$ cat src/rtl/dma_stream_gen.sv
// Splits one DMA descriptor into AXI-legal address-channel burst requests.
// Latency: start handshake at T -> first req_valid at T+2; empty descriptor -> done at T+2.
// Backpressure: req_* held while req_ready low; issue also throttled by MAX_OUTST credits.
//
// Ports:
//   clk, rst            clock, synchronous active-high reset
//   start_*             descriptor handshake (start_ready high only when idle)
//   abort               level; stop issuing, let outstanding bursts drain, then finish
//   maxb                CSR burst length limit, beats-1
//   req_*               burst request (addr, alen, size, fixed, strb) with valid/ready
//   cmpl_valid          one burst completed downstream
//   outst               bursts issued but not yet completed
//   done / aborted      end-of-descriptor pulse, with aborted status
module dma_stream_gen #(
  parameter int DATA_W    = 256,
  parameter int ADDR_W    = 32,
  parameter int LEN_W     = 32,
  parameter int MAX_BEATS = 256,
  parameter int MAX_OUTST = 4
) (
  input  logic                             clk,
  input  logic                             rst,
  input  logic                             start_valid,
  output logic                             start_ready,
  input  logic [ADDR_W-1:0]                start_addr,
  input  logic [LEN_W-1:0]                 start_bytes,
  input  logic                             start_fixed,
  input  logic                             abort,
  input  logic [7:0]                       maxb,
  output logic                             req_valid,
  input  logic                             req_ready,
  output logic [ADDR_W-1:0]                req_addr,
  output logic [7:0]                       req_alen,
  output logic [2:0]                       req_size,
  output logic                             req_fixed,
  output logic [DATA_W/8-1:0]              req_strb,
  input  logic                             cmpl_valid,
  output logic [$clog2(MAX_OUTST+1)-1:0]   outst,
  output logic                             done,
  output logic                             aborted
);
  localparam int BUS_B = DATA_W / 8;
  localparam int LOG_B = $clog2(BUS_B);
  localparam int SB_W  = LOG_B + 1;
  localparam int OUT_W = $clog2(MAX_OUTST + 1);

  typedef enum logic [1:0] {IDLE, RUN, DRAIN} state_t;

  state_t             state;
  logic [ADDR_W-1:0]  cur_addr;
  logic [LEN_W-1:0]   remain;     // bytes not yet loaded into a request
  logic               cur_fixed;
  logic               abort_seen;

  // Next-chunk computation from the current address / remaining count
  logic [LOG_B-1:0]   off;
  logic [SB_W-1:0]    room_b;     // bytes from off to end of the bus word
  logic [12:0]        room_4k;    // bytes to the next 4 KiB boundary
  logic [12:0]        cap;        // max beats allowed for an aligned burst
  logic [LEN_W-1:0]   rbeats;
  logic [12:0]        c_beats;
  logic [LEN_W-1:0]   c_bytes;
  logic [SB_W-1:0]    sb_n;       // valid bytes in the first beat
  logic [BUS_B-1:0]   c_strb;

  assign off = cur_addr[LOG_B-1:0];

  always_comb begin
    room_b  = SB_W'(BUS_B) - {1'b0, off};
    room_4k = 13'h1000 - {1'b0, cur_addr[11:0]};
    cap     = 13'(MAX_BEATS);
    if (({5'b0, maxb} + 13'd1) < cap) cap = {5'b0, maxb} + 13'd1;
    if ((room_4k >> LOG_B) < cap)     cap = room_4k >> LOG_B;
    if (cur_fixed && (cap > 13'd16))  cap = 13'd16;
    rbeats  = remain >> LOG_B;
    // Unaligned start or a sub-word tail: single partial beat, clipped to the word end
    if ((off != '0) || (remain < LEN_W'(BUS_B))) begin
      c_beats = 13'd1;
      c_bytes = (remain < LEN_W'(room_b)) ? remain : LEN_W'(room_b);
      sb_n    = c_bytes[SB_W-1:0];
    end else begin
      c_beats = (rbeats < LEN_W'(cap)) ? rbeats[12:0] : cap;
      c_bytes = LEN_W'(c_beats) << LOG_B;
      sb_n    = SB_W'(BUS_B);
    end
  end

  always_comb begin
    c_strb = '0;
    for (int i = 0; i < BUS_B; i++)
      c_strb[i] = (i >= int'(off)) && (i < int'(off) + int'(sb_n));
  end

  // Handshake, credit and issue decisions for this cycle
  logic             hs, cmpl_eff, load, req_pend_nxt, run_end, abort_hit;
  logic [OUT_W-1:0] outst_nxt;
  logic [LEN_W-1:0] remain_nxt;

  assign start_ready  = (state == IDLE);
  assign hs           = req_valid & req_ready;
  assign cmpl_eff     = cmpl_valid & (outst != '0);
  assign outst_nxt    = outst + OUT_W'(hs) - OUT_W'(cmpl_eff);
  // Credit check uses post-cycle occupancy so a handshake or completion this cycle
  // lets the next request follow without a bubble.
  assign load         = (state == RUN) & (~req_valid | req_ready) & (remain != '0) &
                        ~abort & (outst_nxt < OUT_W'(MAX_OUTST));
  assign remain_nxt   = load ? (remain - c_bytes) : remain;
  assign req_pend_nxt = load | (req_valid & ~req_ready);
  assign run_end      = ~req_pend_nxt & ((remain_nxt == '0) | abort);
  // Abort only counts while work is still unissued or a request is still pending
  assign abort_hit    = abort & ((remain != '0) | req_valid);

  always_ff @(posedge clk) begin
    if (rst) begin
      state      <= IDLE;
      cur_addr   <= '0;
      remain     <= '0;
      cur_fixed  <= 1'b0;
      abort_seen <= 1'b0;
      req_valid  <= 1'b0;
      req_addr   <= '0;
      req_alen   <= '0;
      req_size   <= '0;
      req_fixed  <= 1'b0;
      req_strb   <= '0;
      outst      <= '0;
      done       <= 1'b0;
      aborted    <= 1'b0;
    end else begin
      done  <= 1'b0;
      outst <= outst_nxt;
      if (hs) req_valid <= 1'b0;
      if (load) begin
        req_valid <= 1'b1;
        req_addr  <= {cur_addr[ADDR_W-1:LOG_B], LOG_B'(0)};
        req_alen  <= 8'(c_beats - 13'd1);
        req_size  <= 3'(LOG_B);
        req_fixed <= cur_fixed;
        req_strb  <= c_strb;
        remain    <= remain_nxt;
        if (!cur_fixed) cur_addr <= cur_addr + ADDR_W'(c_bytes);
      end
      case (state)
        IDLE: begin
          if (start_valid) begin
            cur_addr   <= start_addr;
            remain     <= start_bytes;
            cur_fixed  <= start_fixed;
            abort_seen <= 1'b0;
            aborted    <= 1'b0;
            state      <= RUN;
          end
        end
        RUN: begin
          if (abort_hit) abort_seen <= 1'b1;
          if (run_end) begin
            // Skip DRAIN when nothing is outstanding so an empty descriptor ends at T+2
            if (outst_nxt == '0) begin
              state   <= IDLE;
              done    <= 1'b1;
              aborted <= abort_seen | abort_hit;
            end else begin
              state <= DRAIN;
            end
          end
        end
        DRAIN: begin
          if (abort_hit) abort_seen <= 1'b1;
          if (outst_nxt == '0) begin
            state   <= IDLE;
            done    <= 1'b1;
            aborted <= abort_seen | abort_hit;
          end
        end
        default: state <= IDLE;
      endcase
    end
  end
endmodule

$ cat config.mk
export PLATFORM = sky130hd
export DESIGN_NAME = dma_stream_gen
export DESIGN_NICKNAME = d
export VERILOG_FILES = /design/src/rtl/dma_stream_gen.sv
export SDC_FILE = /design/constraint.sdc
export NUM_CORES = 1
export LEC_CHECK = 0
export CORE_MARGIN = 1.5
export CORE_UTILIZATION = 55
export DETAILED_ROUTE_END_ITERATION = 16
export GPL_TIMING_DRIVEN = 0
export PLACE_DENSITY = 0.84
export SLEW_MARGIN = 40
export SYNTH_ARGS = -nofsm -noshare
export SYNTH_HDL_FRONTEND = slang
export SYNTH_SLANG_ARGS = --single-unit
$ cat constraint.sdc
create_clock -name clk -period 12.4 [get_ports clk]
set_input_delay 1.24 -clock clk [delete_from_list [all_inputs] [get_ports clk]]
set_output_delay 1.24 -clock clk [all_outputs]
set_load 0.02 [all_outputs]
==> flow_metrics.env <==
export IMPL_layout_nets=1906
export IMPL_syn_area_mm2=0.0112
export IMPL_antenna_found_initial=0
export IMPL_fmax_ghz=0.0908
export IMPL_num_rows=52
export IMPL_worst_slew_pin_slew_ps=869
export IMPL_fin_util_pct=68.8
export IMPL_die_w_um=146
export IMPL_ios=162
export IMPL_cp_start_kind="primary input"
export IMPL_clock_sinks=143
export IMPL_crit_fanout=7
export IMPL_synth_async_reset_ratio_pct=0
export IMPL_placed_area_mm2=0.0132
export IMPL_cp_required_ps=12730
export IMPL_n_fill_cell=1771
export IMPL_grt_pass1_wl_um=63000
export IMPL_grt_pass1_vias=12000
export IMPL_wl_per_cell_um=19.7
export IMPL_synthFlopType="dfxtp_1"
export IMPL_synth_edf_count=0
export IMPL_io_buffers=154
export IMPL_final_cell_mix="nand2_1, nor2_1, clkdlybuf4s50_1, a21oi_1, dfxtp_1"
export IMPL_crit_slowest_cell="a2111oi_1"
export IMPL_ctsLongestPathBuffers=2
export IMPL_drc=0
export IMPL_clk_latency_ps=440
export IMPL_hold_slack_ps=453
export IMPL_synth_area_leader_cell="dfxtp_1"
export IMPL_crit_arrival_ps=11340
export IMPL_grt_usage_pct=37.3
export IMPL_reg2reg_depth=34
export IMPL_syn_area_per_cell_um2=7.37
export IMPL_cts_buffers_inserted=17
export IMPL_outcome="finished, final reports clean"
export IMPL_dieArea_mm2=0.0212
export IMPL_crit_top_cell="ha_1"
export IMPL_gp_congestion=1.01
export IMPL_hold_depth=2
export IMPL_skew_ps=13.1
export IMPL_final_setup_tns_ps=0
export IMPL_power_density_mw_per_mm2=275
export IMPL_leakage_uw=0.00545
export IMPL_rsz0062_at_grt="no"
export IMPL_post_cts_buffers=0
export IMPL_yosysWarnings=0
export IMPL_finalMaxSlewViolations=0
export IMPL_ys_seq_elements=143
export IMPL_drt_total_wl_um=39600
export IMPL_drv_cap=0
export IMPL_cts_resized=0
export IMPL_synth_distinct_cells=84
export IMPL_area_growth_pct=23.6
export IMPL_crit_type="primary input to flip-flop"
export IMPL_drt_pass1_iter_count=5
export IMPL_syn_inst=1518
export IMPL_die_h_um=146
export IMPL_final_cell_area_mm2=0.0138
export IMPL_cts_tree="built"
export IMPL_cp_end_kind="flip-flop"
export IMPL_cp_buffers_inverters=2
export IMPL_place_hpwl_um=30700
export IMPL_finalSetupViolCount=0
export IMPL_yosysTopAreaCellShare_pct=25.6
export IMPL_max_vdd_ir_drop_mv=0.154
export IMPL_ant_nets=0
export IMPL_fin_crit_sh_pct=88.8
export IMPL_cp_top_family="compound AO/OA/AOI/OAI gates"
export IMPL_fin_ws_ps=1390
export IMPL_num_vias=12300
export IMPL_drt_iter0_markers=833
export IMPL_htreeDepth=4
export IMPL_grt_overflow=0
export IMPL_fin_crit_ps=11010
export IMPL_place_ws_ps=1230
export IMPL_root_buffer="clkbuf_16"
export IMPL_layout_commonest_cell="nand2_1"
export IMPL_cts_hold_buf=0
export IMPL_cts_reportedPaths_clkPinSlew_ps=70
export IMPL_cp_slowest_stage_delay_ps=750
export IMPL_viasPerCell=6.13
export IMPL_seq_area_frac_synth_pct=25.6
export IMPL_slew_headroom_pct=42.1
export IMPL_cp_num_cells=33
export IMPL_drive_gt1_share_pct=4.19
export IMPL_initial_core_util_pct=55.7
export IMPL_hp_class="flip-flop to flip-flop"
export IMPL_grt_max_degree=17
export IMPL_diodes=0
export IMPL_ys_top_cells_by_area="dfxtp_1, ha_1, nand2_1"
export IMPL_hold_violations=0
export IMPL_core_area_mm2=0.0201
==> power breakdown <==
part / leakage, µW / internal [µW] / total, µW / switching [µW]
Combinational: 0.00399 / 970 / 2540 / 1570
Sequential: 0.00117 / 582 / 721 / 139
Clock: 0.000285 / 313 / 540 / 227
==> Yosys cell counts (22+ instances only) <==
cell type / number
o211ai_1: 25
ha_1: 94
a311oi_1: 38
xor2_1: 22
nand3_1: 29
clkbuf_1: 72
nand2_1: 250
inv_1: 49
dfxtp_1: 143
a21o_1: 25
o21ai_0: 70
nor3_1: 31
a21oi_1: 144
a211oi_1: 27
nor2_1: 162
xnor2_1: 48
==> flip-flops by register name, indices dropped and copies added (netlist names) <==
name,count
outst,3
remain,32
cur_addr,32
state,2
cur_fixed,1
abort_seen,1
req_addr,27
req_fixed,1
req_valid,1
req_alen,8
req_size,1
req_strb,32
done,1
aborted,1
==> worst paths after layout <==
check	to	start	slack (ps)
worst max-delay path	aborted	maxb[0]	1390
worst min-delay path	req_addr[27]	req_addr[27]	450
worst max register to register	aborted	cur_addr[1]	1810
worst min register to register	req_addr[27]	req_addr[27]	450
==> metal layers <==
layer  wire (µm)  global-route usage, %
met2       18200                   61.5
met1       16300                   46.4
met3        3060                   6.27
met4        2010                   20.7
met5           0                      0
==> logic make-up after synthesis <==
group                      Yosys count  synth area share, %
DFF                                143                 25.6
adders and majority gates           97                 11.0
other                                2               0.0671
and+or+nand+nor                    599                 24.3
muxes                               15                 1.40
buffers and inverters              139                 5.01
xor gates and xnor gates            70                 5.48
AOI/OAI and AO/OA                  453                 27.2
==> worst register-to-register path, delay by kind of cell, from the launching register on <==
kind | cells | cell delay [ps]
xor+xnor | 1 | 290
simple gates | 5 | 730
mux | 2 | 860
fa+ha+maj | 4 | 1350
buf+inv | 3 | 790
flops | 1 | 440
compound gates | 19 | 6010
==> per-stage QoR <==
step                total power, µW  instances
finish                         3800       2013
global route                   4090       2013
CTS                            3720       2013
detailed placement             3170       1981
global placement               3140       1981
floorplan                      2480       1557
==> final cells by class <==
class	count	area (µm²)	share of cell area (%)
flip-flops and latches	143	2860	20.7
inverters	50	188	1.36
repair buffers	154	1540	11.1
plain buffers	89	373	2.69
clock inverters	12	150	1.08
well taps	270	338	2.44
multi-input cells	1275	7930	57.3
clock buffers	20	457	3.30
Note: power is estimated with default switching activity, not from simulation.
